`config.mk`:
```
export PLATFORM = sky130hd
export DESIGN_NAME = i2c_slave_flat
export DESIGN_NICKNAME = d
export VERILOG_FILES = /design/src/rtl/i2c_slave_if.sv /design/src/rtl/i2c_slave.sv /design/src/flat_wrapper.sv
export SDC_FILE = /design/constraint.sdc
export NUM_CORES = 1
export LEC_CHECK = 0
export BUFFER_PORTS_ARGS = -buffer_cell sky130_fd_sc_hd__buf_4
export CORE_AREA = 4 4 69 71
export DETAILED_ROUTE_END_ITERATION = 8
export DIE_AREA = 0 0 73 75
export PLACE_DENSITY = 0.84
export SYNTH_ARGS = -nofsm -noshare
export SYNTH_HDL_FRONTEND = slang
export SYNTH_SLANG_ARGS = --single-unit
export TNS_END_PERCENT = 30
```
`constraint.sdc`:
```
create_clock -name clk -period 2.39 [get_ports clk]
set_input_delay 0.239 -clock clk [delete_from_list [all_inputs] [get_ports clk]]
set_output_delay 0.239 -clock clk [all_outputs]
set_load 0.05 [all_outputs]
```
`src/rtl/i2c_slave_if.sv`:
```
// Bus pads and user-side handshake of the I2C target.
// The open-drain SDA pad is split into its resolved level (sda) and a pull-low enable (sda_oe).
interface i2c_slave_if;
    logic       scl;
    logic       sda;
    logic       sda_oe;
    logic       scl_oe;
    logic [7:0] rx_data;
    logic       rx_valid;
    logic       rx_ready;
    logic [7:0] tx_data;
    logic       tx_req;
    logic       addressed;
    logic       rw;
    logic       start_det;
    logic       stop_det;
    logic       nack_det;

    modport slave (
        input  scl, sda, rx_ready, tx_data,
        output sda_oe, scl_oe, rx_data, rx_valid, tx_req,
               addressed, rw, start_det, stop_det, nack_det
    );

    modport master (
        output scl, sda, rx_ready, tx_data,
        input  sda_oe, scl_oe, rx_data, rx_valid, tx_req,
               addressed, rw, start_det, stop_det, nack_det
    );
endinterface

```
`src/rtl/i2c_slave.sv`:
```
// Oversampling I2C target with 7-bit address, write delivery and read fetch handshakes.
// Optional clock stretching instead of NACK/immediate fetch: define I2C_SLAVE_STRETCH_EN.
module i2c_slave #(
    parameter logic [6:0] SLAVE_ADDR  = 7'h50,
    parameter int         SYNC_STAGES = 2
) (
    input logic        clk,
    input logic        rst_n,
    i2c_slave_if.slave bus
);

    typedef enum logic [2:0] {
        IDLE,
        ADDR,
        ADDR_ACK,
        WR_DATA,
        WR_ACK,
        RD_DATA,
        RD_ACK,
        STRETCH
    } state_t;

    logic [SYNC_STAGES-1:0] sclSync_q;
    logic [SYNC_STAGES-1:0] sdaSync_q;
    logic                   sclPrev_q;
    logic                   sdaPrev_q;

    state_t     state_q;
    logic [2:0] bitCnt_q;
    logic [6:0] shift_q;
    logic [6:0] txShift_q;
    logic       ackPhase_q;
    logic       ackNext_q;
    logic       sdaOe_q;
    logic [7:0] rxData_q;
    logic       rxValid_q;
    logic       txReq_q;
    logic       addressed_q;
    logic       rw_q;
    logic       startDet_q;
    logic       stopDet_q;
    logic       nackDet_q;
`ifdef I2C_SLAVE_STRETCH_EN
    logic       sclOe_q;
    logic       sclRelease_q;
    logic       readyPrev_q;
    logic [7:0] pendByte_q;
`endif

    logic       sclS;
    logic       sdaS;
    logic       sclRise;
    logic       sclFall;
    logic       startCond;
    logic       stopCond;
    logic [7:0] byteIn;

    assign sclS      = sclSync_q[SYNC_STAGES-1];
    assign sdaS      = sdaSync_q[SYNC_STAGES-1];
    assign sclRise   = sclS & ~sclPrev_q;
    assign sclFall   = ~sclS & sclPrev_q;
    assign startCond = sclS & sclPrev_q & sdaPrev_q & ~sdaS;
    assign stopCond  = sclS & sclPrev_q & ~sdaPrev_q & sdaS;
    assign byteIn    = {shift_q, sdaS};

    always_ff @(posedge clk or negedge rst_n) begin
        if (!rst_n) begin
            sclSync_q <= '1;
            sdaSync_q <= '1;
            sclPrev_q <= 1'b1;
            sdaPrev_q <= 1'b1;
        end else begin
            sclSync_q <= {sclSync_q[SYNC_STAGES-2:0], bus.scl};
            sdaSync_q <= {sdaSync_q[SYNC_STAGES-2:0], bus.sda};
            sclPrev_q <= sclS;
            sdaPrev_q <= sdaS;
        end
    end

    task automatic loadTx();
        txShift_q <= bus.tx_data[6:0];
        txReq_q   <= 1'b1;
        sdaOe_q   <= ~bus.tx_data[7];
        bitCnt_q  <= 3'd0;
        state_q   <= RD_DATA;
    endtask

    // With stretching, a fetch waits (SCL held low) until the user side was ready a cycle ago.
    task automatic beginRead();
`ifdef I2C_SLAVE_STRETCH_EN
        if (!readyPrev_q) begin
            sdaOe_q <= 1'b0;
            sclOe_q <= 1'b1;
            state_q <= STRETCH;
        end else begin
            loadTx();
        end
`else
        loadTx();
`endif
    endtask

    always_ff @(posedge clk or negedge rst_n) begin
        if (!rst_n) begin
            state_q      <= IDLE;
            bitCnt_q     <= 3'd0;
            shift_q      <= 7'd0;
            txShift_q    <= 7'd0;
            ackPhase_q   <= 1'b0;
            ackNext_q    <= 1'b0;
            sdaOe_q      <= 1'b0;
            rxData_q     <= 8'd0;
            rxValid_q    <= 1'b0;
            txReq_q      <= 1'b0;
            addressed_q  <= 1'b0;
            rw_q         <= 1'b0;
            startDet_q   <= 1'b0;
            stopDet_q    <= 1'b0;
            nackDet_q    <= 1'b0;
`ifdef I2C_SLAVE_STRETCH_EN
            sclOe_q      <= 1'b0;
            sclRelease_q <= 1'b0;
            readyPrev_q  <= 1'b0;
            pendByte_q   <= 8'd0;
`endif
        end else begin
            rxValid_q  <= 1'b0;
            txReq_q    <= 1'b0;
            startDet_q <= 1'b0;
            stopDet_q  <= 1'b0;
            nackDet_q  <= 1'b0;
`ifdef I2C_SLAVE_STRETCH_EN
            readyPrev_q <= bus.rx_ready;
            if (sclRelease_q) begin
                sclOe_q      <= 1'b0;
                sclRelease_q <= 1'b0;
            end
`endif
            if (startCond) begin
                state_q     <= ADDR;
                bitCnt_q    <= 3'd0;
                ackPhase_q  <= 1'b0;
                sdaOe_q     <= 1'b0;
                addressed_q <= 1'b0;
                startDet_q  <= 1'b1;
            end else if (stopCond) begin
                state_q     <= IDLE;
                bitCnt_q    <= 3'd0;
                ackPhase_q  <= 1'b0;
                sdaOe_q     <= 1'b0;
                addressed_q <= 1'b0;
                stopDet_q   <= 1'b1;
            end else begin
                case (state_q)
                    ADDR: begin
                        if (sclRise) begin
                            shift_q  <= byteIn[6:0];
                            bitCnt_q <= bitCnt_q + 3'd1;
                            if (bitCnt_q == 3'd7) begin
                                if (byteIn[7:1] == SLAVE_ADDR) begin
                                    rw_q       <= byteIn[0];
                                    ackPhase_q <= 1'b0;
                                    state_q    <= ADDR_ACK;
                                end else begin
                                    state_q <= IDLE;
                                end
                            end
                        end
                    end
                    // ackPhase_q separates the fall that starts the ACK bit from the one that ends it.
                    ADDR_ACK: begin
                        if (sclFall) begin
                            if (!ackPhase_q) begin
                                sdaOe_q    <= 1'b1;
                                ackPhase_q <= 1'b1;
                            end else begin
                                addressed_q <= 1'b1;
                                ackPhase_q  <= 1'b0;
                                if (rw_q) begin
                                    beginRead();
                                end else begin
                                    sdaOe_q <= 1'b0;
                                    state_q <= WR_DATA;
                                end
                            end
                        end
                    end
                    WR_DATA: begin
                        if (sclRise) begin
                            shift_q  <= byteIn[6:0];
                            bitCnt_q <= bitCnt_q + 3'd1;
                            if (bitCnt_q == 3'd7) begin
                                ackPhase_q <= 1'b0;
                                state_q    <= WR_ACK;
`ifdef I2C_SLAVE_STRETCH_EN
                                pendByte_q <= byteIn;
`endif
                                if (bus.rx_ready) begin
                                    rxData_q  <= byteIn;
                                    rxValid_q <= 1'b1;
                                    ackNext_q <= 1'b1;
                                end else begin
                                    ackNext_q <= 1'b0;
                                end
                            end
                        end
                    end
                    WR_ACK: begin
                        if (sclFall) begin
                            if (!ackPhase_q) begin
`ifdef I2C_SLAVE_STRETCH_EN
                                if (!ackNext_q) begin
                                    sclOe_q <= 1'b1;
                                    state_q <= STRETCH;
                                end else begin
                                    sdaOe_q    <= 1'b1;
                                    ackPhase_q <= 1'b1;
                                end
`else
                                sdaOe_q    <= ackNext_q;
                                ackPhase_q <= 1'b1;
`endif
                            end else begin
                                sdaOe_q    <= 1'b0;
                                bitCnt_q   <= 3'd0;
                                ackPhase_q <= 1'b0;
                                state_q    <= WR_DATA;
                            end
                        end
                    end
                    RD_DATA: begin
                        if (sclFall) begin
                            bitCnt_q <= bitCnt_q + 3'd1;
                            if (bitCnt_q == 3'd7) begin
                                sdaOe_q    <= 1'b0;
                                ackPhase_q <= 1'b0;
                                state_q    <= RD_ACK;
                            end else begin
                                sdaOe_q   <= ~txShift_q[6];
                                txShift_q <= {txShift_q[5:0], 1'b0};
                            end
                        end
                    end
                    RD_ACK: begin
                        if (sclRise && !ackPhase_q) begin
                            if (sdaS) begin
                                nackDet_q <= 1'b1;
                                state_q   <= IDLE;
                            end else begin
                                ackPhase_q <= 1'b1;
                            end
                        end else if (sclFall && ackPhase_q) begin
                            ackPhase_q <= 1'b0;
                            beginRead();
                        end
                    end
`ifdef I2C_SLAVE_STRETCH_EN
                    STRETCH: begin
                        if (bus.rx_ready) begin
                            sclRelease_q <= 1'b1;
                            if (rw_q) begin
                                loadTx();
                            end else begin
                                rxData_q   <= pendByte_q;
                                rxValid_q  <= 1'b1;
                                sdaOe_q    <= 1'b1;
                                ackPhase_q <= 1'b1;
                                state_q    <= WR_ACK;
                            end
                        end
                    end
`endif
                    default: begin
                        state_q <= IDLE;
                    end
                endcase
            end
        end
    end

    assign bus.sda_oe    = sdaOe_q;
    assign bus.rx_data   = rxData_q;
    assign bus.rx_valid  = rxValid_q;
    assign bus.tx_req    = txReq_q;
    assign bus.addressed = addressed_q;
    assign bus.rw        = rw_q;
    assign bus.start_det = startDet_q;
    assign bus.stop_det  = stopDet_q;
    assign bus.nack_det  = nackDet_q;
`ifdef I2C_SLAVE_STRETCH_EN
    assign bus.scl_oe    = sclOe_q;
`else
    assign bus.scl_oe    = 1'b0;
`endif

endmodule

```
`src/flat_wrapper.sv`:
```
// flat-port wrapper written by rule: the top's interface ports become plain ports
module i2c_slave_flat 
#(
    parameter logic [6:0] SLAVE_ADDR  = 7'h50,
    parameter int         SYNC_STAGES = 2
)
  (clk, rst_n, bus_scl, bus_sda, bus_rx_ready, bus_tx_data, bus_sda_oe, bus_scl_oe, bus_rx_data, bus_rx_valid, bus_tx_req, bus_addressed, bus_rw, bus_start_det, bus_stop_det, bus_nack_det);
  i2c_slave_if bus_i ();
  input logic clk;
  input logic rst_n;
  input wire logic [$bits(bus_i.scl)-1:0] bus_scl;
  input wire logic [$bits(bus_i.sda)-1:0] bus_sda;
  input wire logic [$bits(bus_i.rx_ready)-1:0] bus_rx_ready;
  input wire logic [$bits(bus_i.tx_data)-1:0] bus_tx_data;
  output wire logic [$bits(bus_i.sda_oe)-1:0] bus_sda_oe;
  output wire logic [$bits(bus_i.scl_oe)-1:0] bus_scl_oe;
  output wire logic [$bits(bus_i.rx_data)-1:0] bus_rx_data;
  output wire logic [$bits(bus_i.rx_valid)-1:0] bus_rx_valid;
  output wire logic [$bits(bus_i.tx_req)-1:0] bus_tx_req;
  output wire logic [$bits(bus_i.addressed)-1:0] bus_addressed;
  output wire logic [$bits(bus_i.rw)-1:0] bus_rw;
  output wire logic [$bits(bus_i.start_det)-1:0] bus_start_det;
  output wire logic [$bits(bus_i.stop_det)-1:0] bus_stop_det;
  output wire logic [$bits(bus_i.nack_det)-1:0] bus_nack_det;
  assign bus_i.scl = bus_scl;
  assign bus_i.sda = bus_sda;
  assign bus_i.rx_ready = bus_rx_ready;
  assign bus_i.tx_data = bus_tx_data;
  assign bus_sda_oe = bus_i.sda_oe;
  assign bus_scl_oe = bus_i.scl_oe;
  assign bus_rx_data = bus_i.rx_data;
  assign bus_rx_valid = bus_i.rx_valid;
  assign bus_tx_req = bus_i.tx_req;
  assign bus_addressed = bus_i.addressed;
  assign bus_rw = bus_i.rw;
  assign bus_start_det = bus_i.start_det;
  assign bus_stop_det = bus_i.stop_det;
  assign bus_nack_det = bus_i.nack_det;
  i2c_slave #(.SLAVE_ADDR(SLAVE_ADDR), .SYNC_STAGES(SYNC_STAGES)) u_core (.clk(clk), .rst_n(rst_n), .bus(bus_i));
endmodule
```
==> out/qor.yml <==
run_status:
  status: "completed"
grt:
  grtUsageTotal_pct: 18.5
  grt_remaining_overflow: 0
  grt_pass1_wl_um: 7840
  grt_pass1_vias: 1731
  grt_start_max_net_pins: 45
  antenna_found_initial: 0
sta:
  rsz0062_at_grt: "no"
  period_share_pct: 90.4
  setup_tns_ns: 0
  clock_skew_ns: 0.00600
  finalHoldViolCount: 0
  fin_crit_ns: 2.16
  clock.fmax_ghz: 0.463
  finalSetupViolations: 0
  max_slew_margin_pct: 58.9
  tightest_slew_ns: 0.601
  slew_violations: 0
logic_synthesis:
  ys_dominant_reg_cell: "dfrtp_1"
  syn-instance-count: 220
  syn-num-nets: 235
  synthAdderAreaFrac_pct: 1.14
  async_flop_share_pct: 100
  ys_warn_count: 0
  synth_edf_count: 0
  synthMuxAreaShare_pct: 6.89
  synth-xor-area-share_pct: 0.797
  ys_ff_latch: 44
  synth_compound_area_share_pct: 15.5
  synth_top_family_by_area: "simple AND/OR/NAND/NOR gates"
  seq_area_frac_synth_pct: 50.4
  synth-simple-area-share_pct: 21.2
  synth_area_um2: 2200
  avgSynthCellArea_um2: 9.99
  ys_types: 55
critical_path:
  r2r_setup_slack_ns: 0.23
  arrival_ns: 2.35
  cp.required_ns: 2.58
  crit_path_start_kind: "flop"
  worstPathMaxFanout: 10
  path_class: "reg2reg"
  critical_path.endpoint: "u_core.state_q[2]"
  regToRegStartpoint: "u_core.sclSync_q[1]"
  ff2ff_path_depth: 5
  crit_path_end_kind: "flop"
  startpoint: "u_core.sclSync_q[1]"
  reg2reg_to: "u_core.state_q[2]"
floorplan:
  io_pins: 30
  die_area_um2: 5480
  fp-row-count: 24
  initial_utilization_pct: 51.9
  fp.dieH_um: 75
  core_region_area_um2: 4230
  die_w_um: 73
clock_network:
  cts_num_sinks: 44
  cts_made_buffers: 5
  htreeDepth: 2
  cts-resized-gates: 0
  clockBufferDepth: 2
  cts_root_buffer: "clkbuf_8"
  clock_latency_ns: 0.30
  cts.clk_slew.worst_paths_ns: 0.08
  tritoncts: "done"
power:
  p_sw_share_pct: 29.5
  power_frac_clock_pct: 27.9
  p_int_mw: 1.23
  p_total_mw: 1.74
  p_seq_share_pct: 52.9
  power_density_nw_per_um2: 670
  p_leak_nw: 1.26
  peakVddDrop_mv: 0.488
  switching_power_uw: 513
  p_comb_share_pct: 19.3
route:
  dr.max_layer_used: "met4"
  wl_met1_um: 2020
  met3WireLength_um: 346
  drc: 0
  routed-via-count: 1801
  routed_wl_um: 4640
  dr.first_iter.drc_count: 169
  wl_per_cell_um: 15.1
  vias_per_cell: 5.87
  first_pass_iters: 4
  met2WireLength_um: 2180
  ant_nets: 0
place:
  dp_cells: 298
  gp_congestion: 0.901
  hpwlAfterDp_um: 3190
  portBuffers: 28
min_path:
  hp-class: "in2reg"
  hold_start: "bus_scl"
final_layout:
  drive_gt1_share_pct: 27.5
  instances_no_fill: 307
  antennaDiodeCount: 0
  multiInputGateArea_um2: 1000
  fin_nets: 269
  num-fill-cells: 344
  syn2layout_area_growth_pct: 18.0
  regArea_um2: 1110
run:
  cap_violations: 0
## state kept, by name (all words and copies together) (netlist names), 2 cells and up
| name | flops |
|---|---|
| u_core.sclSync_q | 2 |
| u_core.bitCnt_q | 3 |
| u_core.txShift_q | 7 |
| u_core.state_q | 3 |
| u_core.sdaSync_q | 2 |
| u_core.shift_q | 7 |
| u_core.bus.rx_data | 8 |
## layout make-up
| cell class | count | share of cell area, % |
|---|---|---|
| Clock buffer | 7 | 3.33 |
| Clock inverter | 1 | 0.289 |
| Inverter | 5 | 0.724 |
| Multi-Input combinational cell | 158 | 38.7 |
| Sequential cell | 44 | 42.7 |
| Tap cell | 52 | 2.51 |
| Timing Repair Buffer | 40 | 11.7 |
## cell usage after synthesis (4+ instances only)
| cell | number | area (um^2) |
|---|---|---|
| nand2_1 | 31 | 116 |
| nor3_1 | 6 | 30.0 |
| buf_2 | 8 | 40.0 |
| mux2i_1 | 5 | 50.1 |
| nor3b_1 | 4 | 30.0 |
| mux2_2 | 9 | 101 |
| a22o_1 | 4 | 35.0 |
| a21oi_1 | 14 | 70.1 |
| dfrtp_1 | 38 | 951 |
| nor2_1 | 20 | 75.1 |
| dfstp_2 | 6 | 158 |
| o21ai_0 | 9 | 45.0 |
## what timing repair did
action,CTS,global route
endpoints found under the hold margin,38,0
buffers inserted,0,0
hold buffers,1,0
## through the flow
stage / util (%) / setup WS, ns / instance area, um^2 / hold WS, ns
floorplan: - / 0.384 / 2200 / -0.0566
global placement: 58.8 / 0.320 / 2490 / 0.254
detailed placement: 58.8 / 0.258 / 2490 / 0.267
CTS: 61.3 / 0.237 / 2590 / 0.0282
global route: 61.3 / 0.0893 / 2590 / 0.0194
finish: 61.3 / 0.230 / 2590 / 0.0402
## worst min path at each step
| stage | to | cells after the start | slack (ns) |
|---|---|---|---|
| after CTS | u_core.sclSync_q[0] | 1 | 0.03 |
| after detailed placement | u_core.bus.rx_data[3] | 1 | 0.27 |
| after global placement | u_core.bus.rx_data[3] | 1 | 0.25 |
| after floorplan | u_core.ackNext_q | 0 | -0.06 |
| final | u_core.sclSync_q[0] | 1 | 0.04 |
| after global routing | u_core.sclSync_q[0] | 1 | 0.02 |
## power groups by stage
stage	combinational (mW)	sequential [mW]	clock, mW
floorplan	0.258	0.892	0
global placement	0.325	0.926	0
detailed placement	0.330	0.929	0
CTS	0.333	0.915	0.499
global route	0.368	0.928	0.532
finish	0.335	0.919	0.484
## cells by family after synthesis
family                   Yosys count
AO/OA/AOI/OAI                     50
XOR/XNOR                           2
adder cells (fa/ha/maj)            2
buffers and inverters             18
flip-flops                        44
multiplexers                      14
other                              1
AND/OR/NAND/NOR                   89
## per-layer routing
metal	GRT usage (%)	up-vias
met2	28.7	79
met1	24.0	861
met3	5.61	12
li1	-	849
met5	0	-
met4	7.99	0
## worst max-delay path: stages (launching register included)
cell	delay, ns
dfstp_2	0.61
nor3b_1	0.26
a2111oi_1	0.12
or4_4	0.60
a21o_1	0.22
a22o_1	0.23
## layout by cell type, fill, tap and decap left out, types with 2 or more instances in the layout
master / instances
dfstp_2: 6
mux2i_1: 5
mux2_2: 9
nand4_1: 3
a22o_1: 4
nor2_1: 20
buf_4: 39
nand2b_1: 2
a31oi_1: 2
dfrtp_1: 38
and4bb_2: 2
nand3_1: 3
a311oi_1: 2
nor3_1: 6
nor4_1: 2
nor3b_1: 4
a21oi_1: 14
o21ai_0: 9
xnor2_1: 2
or3_1: 2
ha_1: 2
inv_1: 3
clkinv_1: 2
or2_2: 3
o21a_1: 2
a21o_1: 2
nor2b_1: 3
clkbuf_8: 6
nand2_1: 31
(Power assumes the default switching activity.)
